`config.mk`:
```
export PLATFORM = sky130hd
export DESIGN_NAME = regfile_wr_arbiter_flat
export DESIGN_NICKNAME = d
export VERILOG_FILES = /design/src/rtl/regfile_wr_arbiter_if.sv /design/src/rtl/regfile_wr_arbiter.sv /design/src/flat_wrapper.sv
export SDC_FILE = /design/constraint.sdc
export NUM_CORES = 1
export LEC_CHECK = 0
export CORE_AREA = 2 2 81 83
export CTS_BUF_LIST = sky130_fd_sc_hd__clkbuf_16
export DETAILED_ROUTE_END_ITERATION = 6
export DIE_AREA = 0 0 83 85
export PLACE_DENSITY = 0.85
export SLEW_MARGIN = 20
export SYNTH_ARGS = -nofsm -noshare
export SYNTH_HDL_FRONTEND = slang
export SYNTH_SLANG_ARGS = --single-unit
```
`constraint.sdc`:
```
create_clock -name clk -period 4.7 [get_ports clk]
set_clock_uncertainty 0.05 [all_clocks]
set_input_delay 0.705 -clock clk [delete_from_list [all_inputs] [get_ports clk]]
set_output_delay 0.705 -clock clk [all_outputs]
set_load 0.01 [all_outputs]
```
`src/rtl/regfile_wr_arbiter_if.sv`:
```
// Register-file write arbiter bus.
// Groups the two requester handshakes and the regfile write port.
//   slave  : arbiter side (takes requests, drives ready and the write port)
//   master : environment side (WB stage / multi-cycle unit / regfile observer)
// Signals:
//   req0_valid/addr/data, req0_ready : pipeline write-back requester
//   req1_valid/addr/data, req1_ready : multi-cycle unit requester
//   we, waddr, wdata                 : registered regfile write port
//   init_done                        : clear sequence finished (RUN)
//   conflict                         : both requesters valid last RUN cycle
interface regfile_wr_arbiter_if #(
  parameter int unsigned ADDR_W = 5,
  parameter int unsigned DATA_W = 32
);
  logic              req0_valid;
  logic [ADDR_W-1:0] req0_addr;
  logic [DATA_W-1:0] req0_data;
  logic              req0_ready;
  logic              req1_valid;
  logic [ADDR_W-1:0] req1_addr;
  logic [DATA_W-1:0] req1_data;
  logic              req1_ready;
  logic              we;
  logic [ADDR_W-1:0] waddr;
  logic [DATA_W-1:0] wdata;
  logic              init_done;
  logic              conflict;

  modport slave (
    input  req0_valid, req0_addr, req0_data,
    output req0_ready,
    input  req1_valid, req1_addr, req1_data,
    output req1_ready,
    output we, waddr, wdata, init_done, conflict
  );

  modport master (
    output req0_valid, req0_addr, req0_data,
    input  req0_ready,
    output req1_valid, req1_addr, req1_data,
    input  req1_ready,
    input  we, waddr, wdata, init_done, conflict
  );
endinterface

```
`src/rtl/regfile_wr_arbiter.sv`:
```
// Register-file write-port arbiter.
// Shares the single regfile write port between pipeline write-back (req0)
// and the multi-cycle unit (req1). After reset an optional init sequencer
// clears registers 0..NUM_REGS-1 through the same port before arbitration
// starts. The write port is driven from registers (one cycle after accept).
// Ports:
//   clk : system clock, rising edge
//   rst : asynchronous reset, active low
//   bus : regfile_wr_arbiter_if.slave (requests, readies, write port, status)
module regfile_wr_arbiter #(
  parameter int unsigned ADDR_W     = 5,
  parameter int unsigned DATA_W     = 32,
  parameter int unsigned NUM_REGS   = 32,
  parameter int unsigned INIT_CLEAR = 1,
  parameter int unsigned FIXED_PRIO = 0
) (
  input logic                  clk,
  input logic                  rst,
  regfile_wr_arbiter_if.slave  bus
);

  localparam int unsigned CNT_W = (NUM_REGS > 1) ? $clog2(NUM_REGS) : 1;
  localparam logic [CNT_W-1:0] LAST_CNT = CNT_W'(NUM_REGS - 1);

  typedef enum logic {
    S_INIT,
    S_RUN
  } state_t;

  localparam state_t RST_STATE = (INIT_CLEAR != 0) ? S_INIT : S_RUN;

  state_t            r_state, w_state_nxt;
  logic [CNT_W-1:0]  r_cnt, w_cnt_nxt;
  logic              r_last, w_last_nxt;
  logic              r_we, w_we_nxt;
  logic [ADDR_W-1:0] r_waddr, w_waddr_nxt;
  logic [DATA_W-1:0] r_wdata, w_wdata_nxt;
  logic              r_init_done, w_init_done_nxt;
  logic              r_conflict, w_conflict_nxt;

  logic w_run;
  logic w_gnt0;
  logic w_gnt1;

  assign w_run = (r_state == S_RUN);

  // req0 wins a tie under fixed priority, or when req1 was granted last.
  assign w_gnt0 = w_run && bus.req0_valid &&
                  (!bus.req1_valid || (FIXED_PRIO != 0) || r_last);
  assign w_gnt1 = w_run && bus.req1_valid && !w_gnt0;

  assign bus.req0_ready = w_gnt0;
  assign bus.req1_ready = w_gnt1;
  assign bus.we         = r_we;
  assign bus.waddr      = r_waddr;
  assign bus.wdata      = r_wdata;
  assign bus.init_done  = r_init_done;
  assign bus.conflict   = r_conflict;

  always_comb begin
    w_state_nxt     = r_state;
    w_cnt_nxt       = r_cnt;
    w_last_nxt      = r_last;
    w_we_nxt        = 1'b0;
    w_waddr_nxt     = r_waddr;
    w_wdata_nxt     = r_wdata;
    w_conflict_nxt  = 1'b0;
    // init_done follows the state with one cycle of lag, so it rises the
    // cycle after the final clear write is visible on the port.
    w_init_done_nxt = w_run;

    case (r_state)
      S_INIT: begin
        w_we_nxt    = 1'b1;
        w_waddr_nxt = ADDR_W'(r_cnt);
        w_wdata_nxt = '0;
        w_cnt_nxt   = r_cnt + 1'b1;
        if (r_cnt == LAST_CNT) begin
          w_state_nxt = S_RUN;
          w_cnt_nxt   = '0;
        end
      end
      S_RUN: begin
        w_conflict_nxt = bus.req0_valid && bus.req1_valid;
        // Address 0 is accepted and moves the pointer, but never written.
        if (w_gnt0) begin
          w_last_nxt = 1'b0;
          if (bus.req0_addr != '0) begin
            w_we_nxt    = 1'b1;
            w_waddr_nxt = bus.req0_addr;
            w_wdata_nxt = bus.req0_data;
          end
        end else if (w_gnt1) begin
          w_last_nxt = 1'b1;
          if (bus.req1_addr != '0) begin
            w_we_nxt    = 1'b1;
            w_waddr_nxt = bus.req1_addr;
            w_wdata_nxt = bus.req1_data;
          end
        end
      end
      default: w_state_nxt = RST_STATE;
    endcase
  end

  always_ff @(posedge clk or negedge rst) begin
    if (!rst) begin
      r_state     <= RST_STATE;
      r_cnt       <= '0;
      r_last      <= 1'b1;
      r_we        <= 1'b0;
      r_waddr     <= '0;
      r_wdata     <= '0;
      r_init_done <= 1'b0;
      r_conflict  <= 1'b0;
    end else begin
      r_state     <= w_state_nxt;
      r_cnt       <= w_cnt_nxt;
      r_last      <= w_last_nxt;
      r_we        <= w_we_nxt;
      r_waddr     <= w_waddr_nxt;
      r_wdata     <= w_wdata_nxt;
      r_init_done <= w_init_done_nxt;
      r_conflict  <= w_conflict_nxt;
    end
  end

endmodule

```
`src/flat_wrapper.sv`:
```
// flat-port wrapper written by rule: the top's interface ports become plain ports
module regfile_wr_arbiter_flat 
#(
  parameter int unsigned ADDR_W     = 5,
  parameter int unsigned DATA_W     = 32,
  parameter int unsigned NUM_REGS   = 32,
  parameter int unsigned INIT_CLEAR = 1,
  parameter int unsigned FIXED_PRIO = 0
)
  (clk, rst, bus_req0_valid, bus_req0_addr, bus_req0_data, bus_req0_ready, bus_req1_valid, bus_req1_addr, bus_req1_data, bus_req1_ready, bus_we, bus_waddr, bus_wdata, bus_init_done, bus_conflict);
  regfile_wr_arbiter_if #(.ADDR_W(ADDR_W), .DATA_W(DATA_W)) bus_i ();
  input logic clk;
  input logic rst;
  input wire logic [$bits(bus_i.req0_valid)-1:0] bus_req0_valid;
  input wire logic [$bits(bus_i.req0_addr)-1:0] bus_req0_addr;
  input wire logic [$bits(bus_i.req0_data)-1:0] bus_req0_data;
  output wire logic [$bits(bus_i.req0_ready)-1:0] bus_req0_ready;
  input wire logic [$bits(bus_i.req1_valid)-1:0] bus_req1_valid;
  input wire logic [$bits(bus_i.req1_addr)-1:0] bus_req1_addr;
  input wire logic [$bits(bus_i.req1_data)-1:0] bus_req1_data;
  output wire logic [$bits(bus_i.req1_ready)-1:0] bus_req1_ready;
  output wire logic [$bits(bus_i.we)-1:0] bus_we;
  output wire logic [$bits(bus_i.waddr)-1:0] bus_waddr;
  output wire logic [$bits(bus_i.wdata)-1:0] bus_wdata;
  output wire logic [$bits(bus_i.init_done)-1:0] bus_init_done;
  output wire logic [$bits(bus_i.conflict)-1:0] bus_conflict;
  assign bus_i.req0_valid = bus_req0_valid;
  assign bus_i.req0_addr = bus_req0_addr;
  assign bus_i.req0_data = bus_req0_data;
  assign bus_req0_ready = bus_i.req0_ready;
  assign bus_i.req1_valid = bus_req1_valid;
  assign bus_i.req1_addr = bus_req1_addr;
  assign bus_i.req1_data = bus_req1_data;
  assign bus_req1_ready = bus_i.req1_ready;
  assign bus_we = bus_i.we;
  assign bus_waddr = bus_i.waddr;
  assign bus_wdata = bus_i.wdata;
  assign bus_init_done = bus_i.init_done;
  assign bus_conflict = bus_i.conflict;
  regfile_wr_arbiter #(.ADDR_W(ADDR_W), .DATA_W(DATA_W), .NUM_REGS(NUM_REGS), .INIT_CLEAR(INIT_CLEAR), .FIXED_PRIO(FIXED_PRIO)) u_core (.clk(clk), .rst(rst), .bus(bus_i));
endmodule
```
==> results.ini, run 1 <==
[status]
status=complete, no violations

[cells_and_area]
num_antenna_cells=0
seqCellArea_um2=1180
area_delta_synth_final_pct=49.4
multi_input_area_um2=1350
layout-drive-gt1-share_pct=14.5
num-fill-cells=478
final_net_count=444

[detailed_routing]
vias=2378
drc=0
highest_layer=met4
wl_per_cell_um=16.3
drt-met1-wl_um=3270
post_drt_via_cell_ratio=5.38
wl_met3_um=422
firstDrtPassIters=4
wl_um=7200
drt_iter0_markers=88
final_antenna_net_count=0
dr_wl_met2_um=3450

[pwr]
p_int_w=0.000929
power_switching_share_pct=26.8
p_comb_share_pct=33.6
power_density_nw_per_um2=318
p_switching_w=0.000340
sequentialPowerShare_pct=40.1
finalPower_w=0.00127
p_leak_nw=1.70
p_clk_share_pct=26.3
peakVddDrop_mv=0.205

[worst_setup_path]
cp_slowest_cell=clkdlybuf4s50_1
crit_family=buffers and inverters
crit_path_end_kind=output port
reg2reg_depth=5
worst-endpoint-required_ps=3940
worstPathCellList=clkdlybuf4s50_1, nor2b_2, buf_4, nor2_1, clkdlybuf4s50_1
max_stage_delay_ps=570
reg2reg_to=u_core.bus.wdata[29]$_DFFE_PN0P_
critical_path_class=input port to output port
reg2reg_slack_ps=1880
arrival_ps=2310
worstPathMaxFanout=38
cp_common_cell=clkdlybuf4s50_1
start_kind=input port
critPathBufInv=3
r2r-start=u_core.r_state$_DFF_PN0_

[synthesis]
yosys_warnings=0
synthFlopType=dfrtp_1
syn-instance-count=260
synth-adder-area-share_pct=0.937
syn-num-nets=340
synth.top_cell.area_share_pct=43.1
synthMostInstantiatedCell=dfrtp_1
seq_area_frac_synth_pct=44.1
synthArstFlopShare_pct=100
netlist_area_um2=2670
synthXorXnorAreaFrac_pct=0
yosysTopAreaCell=dfrtp_1
synth_cell_types=28
yosys_register_bits=47
syn_avg_cell_area_um2=10.3
synth_area_leaders=dfrtp_1 (43%), mux2_4 (11%), a21boi_0 (9.0%), mux2_2 (8.0%), o21ai_0 (7.9%)
synth-edff-count=0
synthSimpleGateAreaFrac_pct=11.4
synth_common_cells=dfrtp_1 (46), o21ai_0 (42), nand3_1 (37)
synthMuxAreaShare_pct=18.7
synth_top_family_by_area=compound AO/OA/AOI/OAI gates
synth-compound-area-share_pct=19.4

[cts]
numCtsBuffers=5
cts_resized=0
cts_tree=done
clkLatencyLatePin_ps=280
clk_pin_slew_ps=60
clkSinkCount=47
cts-root-buf=clkbuf_16
clockBufferDepth=2
post_cts_buffers=0
ctsHtreeMaxLevel=2
cts-hold-fix-buffers=0

[worst_hold_path]
min_path_type=input port to asynchronous set/reset pin

[die]
initial_utilization_pct=43.1
die_w_um=83
fp-row-count=29
die_area_um2=7060
die_h_um=85
coreArea_um2=6200
boundaryPins=120

[placement]
numPortBuffers=119
dpl_worst_slack_ps=1420
gp_congestion=0.770
dpl.hpwl_um=4890

[timing]
period_share_pct=65.2
hold_violations=0
fin_setup_tns_ps=0
setup_ws_ps=1640
max_freq_mhz=327
rsz0062_at_grt=false
final_max_slew_viol_count=0
finalSetupViolations=0
worst-slew-pin-transition_ps=1080
slew_headroom_pct=27.9
period_minus_slack_ps=3060

[global_routing]
grt_usage_pct=20.6
grt_pass1_wl_um=12000
grt-ovfl-total=0
antenna_found_initial=0
grt_pass1_vias=2415
grt_max_degree=56

[flow_run]
max_cap_violations=0

cell type report:
type                            count  share of cell area, %
Multi-Input combinational cell    185                   33.9
Timing Repair Buffer              123                   30.5
Sequential cell                    47                   29.5
Clock buffer                        5                   3.14
Tap cell                           77                   2.41
Clock inverter                      3                  0.314
Inverter                            2                  0.188
cells by family after synthesis:
family | after synthesis
AOI/OAI and AO/OA | 84
adders and majority gates | 2
buffers and inverters | 28
DFF | 47
muxes | 38
and+or+nand+nor | 61
metal layers:
layer | vias to the layer above | track usage, %
met1 | 1129 | 28.3
li1 | 1146 | -
met2 | 95 | 33.7
met3 | 8 | 4.57
met4 | 0 | 4.32
met5 | - | 0
cells in the final DEF (no fill, tap or decap):
cell type        count
a21boi_0            32
a21o_1               1
a21oi_1              1
a221o_2              1
a22o_1               1
a31oi_1              6
and2_1               1
and3_1               2
buf_4                5
clkbuf_16            5
clkdlybuf4s50_1    118
clkinv_2             1
dfrtp_1             46
dfstp_2              1
ha_1                 2
inv_1                4
mux2_2              19
mux2_4              19
nand2_1              4
nand2_4              1
nand2b_1             2
nand3_1             37
nand4_1              1
nor2_1               9
nor2b_2              1
nor3_1               2
nor4_1               1
o21ai_0             42
power by group through the flow:
stage	sequential [W]	clock, W	combinational (W)
2_1_floorplan	0.000541	0	0.000166
3_3_place_gp	0.000514	0	0.000419
3_5_place_dp	0.000514	0	0.000429
4_1_cts	0.000509	0.000342	0.000431
5_1_grt	0.000517	0.000360	0.000459
6_report	0.000509	0.000334	0.000427
how the worst max path moves through the flow:
stage	startpoint	to	cells after the start
final	bus_req1_valid	bus_req0_ready	5
after CTS	bus_req0_valid	bus_req0_ready	4
after floorplan	bus_req1_addr[2]	u_core.bus.waddr[4]$_DFFE_PN0P_	6
after detailed placement	bus_req0_valid	u_core.bus.wdata[22]$_DFFE_PN0P_	5
after global placement	bus_req0_valid	u_core.bus.wdata[30]$_DFFE_PN0P_	5
after global routing	bus_req0_valid	bus_req0_ready	4
metrics by stage:
step / cells / utilization, % / cell area [um^2] / hold slack (ps)
after floorplan: 260 / - / 2670 / 324
after global placement: 434 / 62.0 / 3850 / 439
after detailed placement: 434 / 62.0 / 3850 / 446
after CTS: 442 / 64.3 / 3990 / 460
after global routing: 442 / 64.3 / 3990 / 430
final: 442 / 64.3 / 3990 / 384
state kept, by name, indices dropped and copies added (netlist names):
signal	count
u_core.bus.wdata	32
u_core.bus.waddr	5
u_core.r_cnt	5
u_core.bus.conflict	1
u_core.bus.init_done	1
u_core.bus.we	1
u_core.r_last	1
u_core.r_state	1
No activity file was read; power rests on OpenSTA's default activity.
==> inputs of run 2 (changes only) <==
- CORE_AREA: 2 2 81 83 -> 2 2 87 89
- DIE_AREA: 0 0 83 85 -> 0 0 89 91
- PLACE_DENSITY: 0.85 -> 0.78
- clock period: 4.7 -> 2.7 ns (I/O delays scaled with it)
==> run 2 against run 1 <==
Compared with the run above:
- wire length rose by 1.3%
- setup slack worse by 1200 ps
- utilization fell by 7.6 points
- die area rose by 15%
- highest routed layer unchanged
- count of clock-buffer cells in the layout unchanged
- largest cell class unchanged
==> results.ini, run 2 (synthesized netlist as in run 1, its figures left out) <==
[status]
status=complete, no violations

[detailed_routing]
drc=0
firstDrtPassIters=4
drt_iter0_markers=85
wl_um=7300
wl_per_cell_um=15.6
vias=2407
final_antenna_net_count=0
post_drt_via_cell_ratio=5.14

[cells_and_area]
fin_cells=468
num_antenna_cells=0
area_delta_synth_final_pct=51.4
final_net_count=448
mostFrequentLayoutCells=clkdlybuf4s50_1 (118), dfrtp_1 (46), o21ai_0 (42), nand3_1 (37), a21boi_0 (32)
final_common_cell=clkdlybuf4s50_1
largest_reg_flops=32
layout-drive-gt1-share_pct=15.4

[worst_setup_path]
worstPathMaxFanout=4
crit_family=buffers and inverters
worstSetupPathDepth=4
cp_common_cell=clkdlybuf4s50_1
start_kind=input port
critPathBufInv=2
r2r-start=u_core.r_last$_DFFE_PN1P_
crit_path_end_kind=output port
worst-endpoint-required_ps=2250
cp-startpoint=bus_req0_valid
reg2reg_to=u_core.bus.wdata[30]$_DFFE_PN0P_
critical_path_class=input port to output port
reg2reg_slack_ps=870
cp_slowest_cell=clkdlybuf4s50_1
arrival_ps=1770
worstPathCellList=clkdlybuf4s50_1, nand2_4, nor2_1, clkdlybuf4s50_1
endpoint=bus_req0_ready
reg2reg_depth=5
max_stage_delay_ps=570

[cts]
cts_resized=0
cts-root-buf=clkbuf_16
clk_pin_slew_ps=60
clockBufferDepth=2
numCtsBuffers=5
cts_tree=done
post_cts_buffers=0
clkSinkCount=47
cts-hold-fix-buffers=0
ctsHtreeMaxLevel=2
clkLatencyLatePin_ps=280

[pwr]
p_switching_w=0.000581
p_clk_share_pct=25.7
finalPower_w=0.00220
peakVddDrop_mv=0.253
sequentialPowerShare_pct=40.2
power_density_nw_per_um2=544
p_comb_share_pct=34.0
p_leak_nw=1.71
power_switching_share_pct=26.4
p_int_w=0.00162

[global_routing]
grt-ovfl-total=0
antenna_found_initial=0
grt_pass1_vias=2391
grt_usage_pct=18.2
grt_max_degree=51
grt_pass1_wl_um=11700

[timing]
slew_headroom_pct=68.1
period_minus_slack_ps=2220
fin_setup_tns_ps=0
period_share_pct=82.4
rsz0062_at_grt=false
setup_ws_ps=476
max_freq_mhz=450
finalSetupViolations=0
hold_violations=0
final_max_slew_viol_count=0
worst-slew-pin-transition_ps=479

[placement]
numPortBuffers=119
place_inst=460
dpl_worst_slack_ps=376
gp_congestion=0.732
dpl.hpwl_um=5110

[die]
initial_utilization_pct=37.4
coreArea_um2=7140
boundaryPins=120
die_h_um=91
fp-row-count=31
die_w_um=89
die_area_um2=8100

[worst_hold_path]
min_path_type=input port to asynchronous set/reset pin

[flow_run]
max_cap_violations=0

[run 2: how the worst min path moves through the flow]
stage	start	end	slack, ps	depth (start not counted)
4_1_cts	rst	u_core.bus.waddr[3]$_DFFE_PN0P_	40	1
2_1_floorplan	rst	u_core.bus.conflict$_DFF_PN0_	60	0
5_1_grt	rst	u_core.bus.waddr[3]$_DFFE_PN0P_	60	1
3_5_place_dp	rst	u_core.bus.waddr[3]$_DFFE_PN0P_	340	1
6_report	rst	u_core.bus.waddr[3]$_DFFE_PN0P_	30	1
3_3_place_gp	rst	u_core.bus.waddr[3]$_DFFE_PN0P_	330	1
[run 2: layout make-up]
| cell class | instances | area (um^2) |
|---|---|---|
| clock buffer | 5 | 125 |
| clock inverter | 3 | 12.5 |
| fill | 640 | 3090 |
| inverter | 2 | 7.51 |
| multi-input combinational | 185 | 1350 |
| sequential | 47 | 1180 |
| tap | 99 | 124 |
| timing repair buffer | 127 | 1250 |
[run 2: per-stage QoR]
step           hold WS, ps  utilization (%)  area [um^2]
2_1_floorplan         59.4                -         2670
3_3_place_gp           331             54.8         3910
4_1_cts               37.2             56.7         4050
3_5_place_dp           339             54.8         3910
6_report              29.8             56.7         4050
5_1_grt               58.8             56.7         4050
[run 2: routing by layer]
metal	part of all wire, %	vias up	wire length, um	GRT usage (%)
met3	5.7	2	419	4.36
met4	0.36	0	26	2.99
met5	0	-	0	0
met1	44	1184	3190	23.5
li1	-	1152	-	-
met2	50	69	3670	31.0
[run 2: power groups by stage]
| stage | registers (W) | logic, W | clock network (W) |
|---|---|---|---|
| floorplan | 0.000942 | 0.000289 | 0 |
| global placement | 0.000895 | 0.000740 | 0 |
| detailed placement | 0.000895 | 0.000755 | 0 |
| CTS | 0.000887 | 0.000760 | 0.000586 |
| global route | 0.000901 | 0.000805 | 0.000618 |
| finish | 0.000886 | 0.000750 | 0.000566 |
==> inputs of run 3 (changes only) <==
- clock period: 2.7 -> 1.85 ns (I/O delays scaled with it)
==> run 3 against run 2 <==
Compared with the run above:
- die area unchanged
- sequential share of layout area decreased by 2.3 points
- final cell count increased by 3.2%
- critical path depth increased by 1
- sequential power increased by 47%
- count of clock-buffer cells in the layout unchanged
- largest cell class is now buffers
==> results.ini, run 3 (synthesized netlist as in run 1, its figures left out) <==
[status]
status=complete, no violations

[die]
initial_utilization_pct=37.4
coreArea_um2=7140
boundaryPins=120
die_w_um=89
fp-row-count=31
die_area_um2=8100
die_h_um=91

[cts]
cts-root-buf=clkbuf_16
clkLatencyLatePin_ps=280
numCtsBuffers=5
ctsHtreeMaxLevel=2
clkSinkCount=47
clk_pin_slew_ps=60
clockBufferDepth=2
cts_tree=done

[detailed_routing]
drc=0
post_drt_via_cell_ratio=5.11
wl_per_cell_um=16.4
firstDrtPassIters=4
wl_um=7910
final_antenna_net_count=0
drt_iter0_markers=88
vias=2467

[global_routing]
grt_max_degree=45
antenna_found_initial=0
grt_pass1_vias=2493
grt_pass1_wl_um=11900
grt_usage_pct=18.8
grt-ovfl-total=0

[timing]
hold_violations=0
finalSetupViolations=0
period_share_pct=99.2
slew_headroom_pct=65.6
worst-slew-pin-transition_ps=516
max_freq_mhz=545
final_max_slew_viol_count=0
period_minus_slack_ps=1840

[placement]
gp_congestion=0.767
place_inst=467
numPortBuffers=119
dpl.hpwl_um=5230

[pwr]
power_density_nw_per_um2=803
peakVddDrop_mv=0.401
p_leak_nw=1.95
finalPower_w=0.00353

[worst_setup_path]
cp_slowest_cell=dfstp_2
critical_path_class=flip-flop to flip-flop
r2r-start=u_core.r_last$_DFFE_PN1P_
worst-endpoint-required_ps=1970
reg2reg_depth=5
crit_family=flip-flops
reg2reg_to=u_core.bus.wdata[25]$_DFFE_PN0P_
crit_path_end_kind=flip-flop
start_kind=flip-flop
critPathBufInv=1
reg2reg_slack_ps=10
worstPathCellList=nor2b_4, nor2_2, a221o_4, clkbuf_16, mux2_2
max_stage_delay_ps=590
arrival_ps=1950
worstPathMaxFanout=8

[worst_hold_path]
whs_path_depth=2
min_path_type=input port to flip-flop
holdPathEnd=u_core.bus.conflict$_DFF_PN0_
holdCritStartpoint=bus_req1_valid

[cells_and_area]
layout-drive-gt1-share_pct=20.1
area_delta_synth_final_pct=64.4
num_antenna_cells=0
final_common_cell=clkdlybuf4s50_1
final_net_count=463
mostFrequentLayoutCells=clkdlybuf4s50_1 (106), dfrtp_1 (46), o21ai_0 (42), nand3_1 (37), a21boi_0 (32)
largest_reg_flops=32
fin_cells=483

[flow_run]
max_cap_violations=0

## run 3: worst reg2reg max path, delay by kind of cell, from the launching register on
kind	cells	cell delay, ps
flip-flops	1	590
AO/OA/AOI/OAI	1	340
multiplexers	1	330
AND/OR/NAND/NOR	2	220
buffers and inverters	1	200
## run 3: how the worst max path moves through the flow
stage / from / end / slack, ps / cells past startpoint
4_1_cts: bus_req1_addr[2] / u_core.bus.wdata[8]$_DFFE_PN0P_ / 20 / 6
6_report: u_core.r_last$_DFFE_PN1P_ / u_core.bus.wdata[25]$_DFFE_PN0P_ / 10 / 5
3_3_place_gp: bus_req1_addr[2] / u_core.bus.wdata[15]$_DFFE_PN0P_ / -320 / 6
3_5_place_dp: bus_req1_addr[2] / u_core.bus.wdata[15]$_DFFE_PN0P_ / -330 / 6
2_1_floorplan: u_core.r_state$_DFF_PN0_ / u_core.bus.waddr[4]$_DFFE_PN0P_ / 20 / 8
5_1_grt: u_core.r_last$_DFFE_PN1P_ / u_core.bus.wdata[21]$_DFFE_PN0P_ / -20 / 5
## run 3: cell type report
class / count / area [um^2]
fill: 613 / 2740
timing repair buffer: 142 / 1510
multi-input combinational: 185 / 1410
sequential: 47 / 1180
clock buffer: 5 / 125
tap: 99 / 124
clock inverter: 3 / 38.8
inverter: 2 / 7.51
## run 3: per-stage QoR
stage	setup WS (ps)	util (%)	cell area, um^2	TNS, ps	hold WS, ps
4_1_cts	24.2	58.7	4190	0	440
3_5_place_dp	-326	56.4	4020	-11430	227
3_3_place_gp	-317	56.4	4020	-11360	213
2_1_floorplan	18.0	-	2670	0	-68.1
6_report	14.8	61.6	4390	0	296
5_1_grt	-18.2	61.6	4390	-34.6	300
## run 3: report_power, final
| part | internal (W) | switching [W] |
|---|---|---|
| registers | 0.00120 | 0.000101 |
| clock network | 0.000630 | 0.000372 |
| logic | 0.000776 | 0.000450 |
| total | 0.00260 | 0.000923 |
## run 3: what timing repair did
action,in CTS,in global routing
setup buffers,0,1
endpoints found under the hold margin,20,0
cloned,0,6
hold buffers,1,0
endpoints found under the setup margin,20,38
gates resized for setup,5,20
pin swaps,1,3
## run 3: layer usage
layer	share of wire (%)	vias up	GRT usage (%)
met5	0	-	0
met4	0.37	0	3.73
met3	5.9	2	4.64
met2	49	80	32.0
met1	44	1202	23.9
li1	-	1183	-
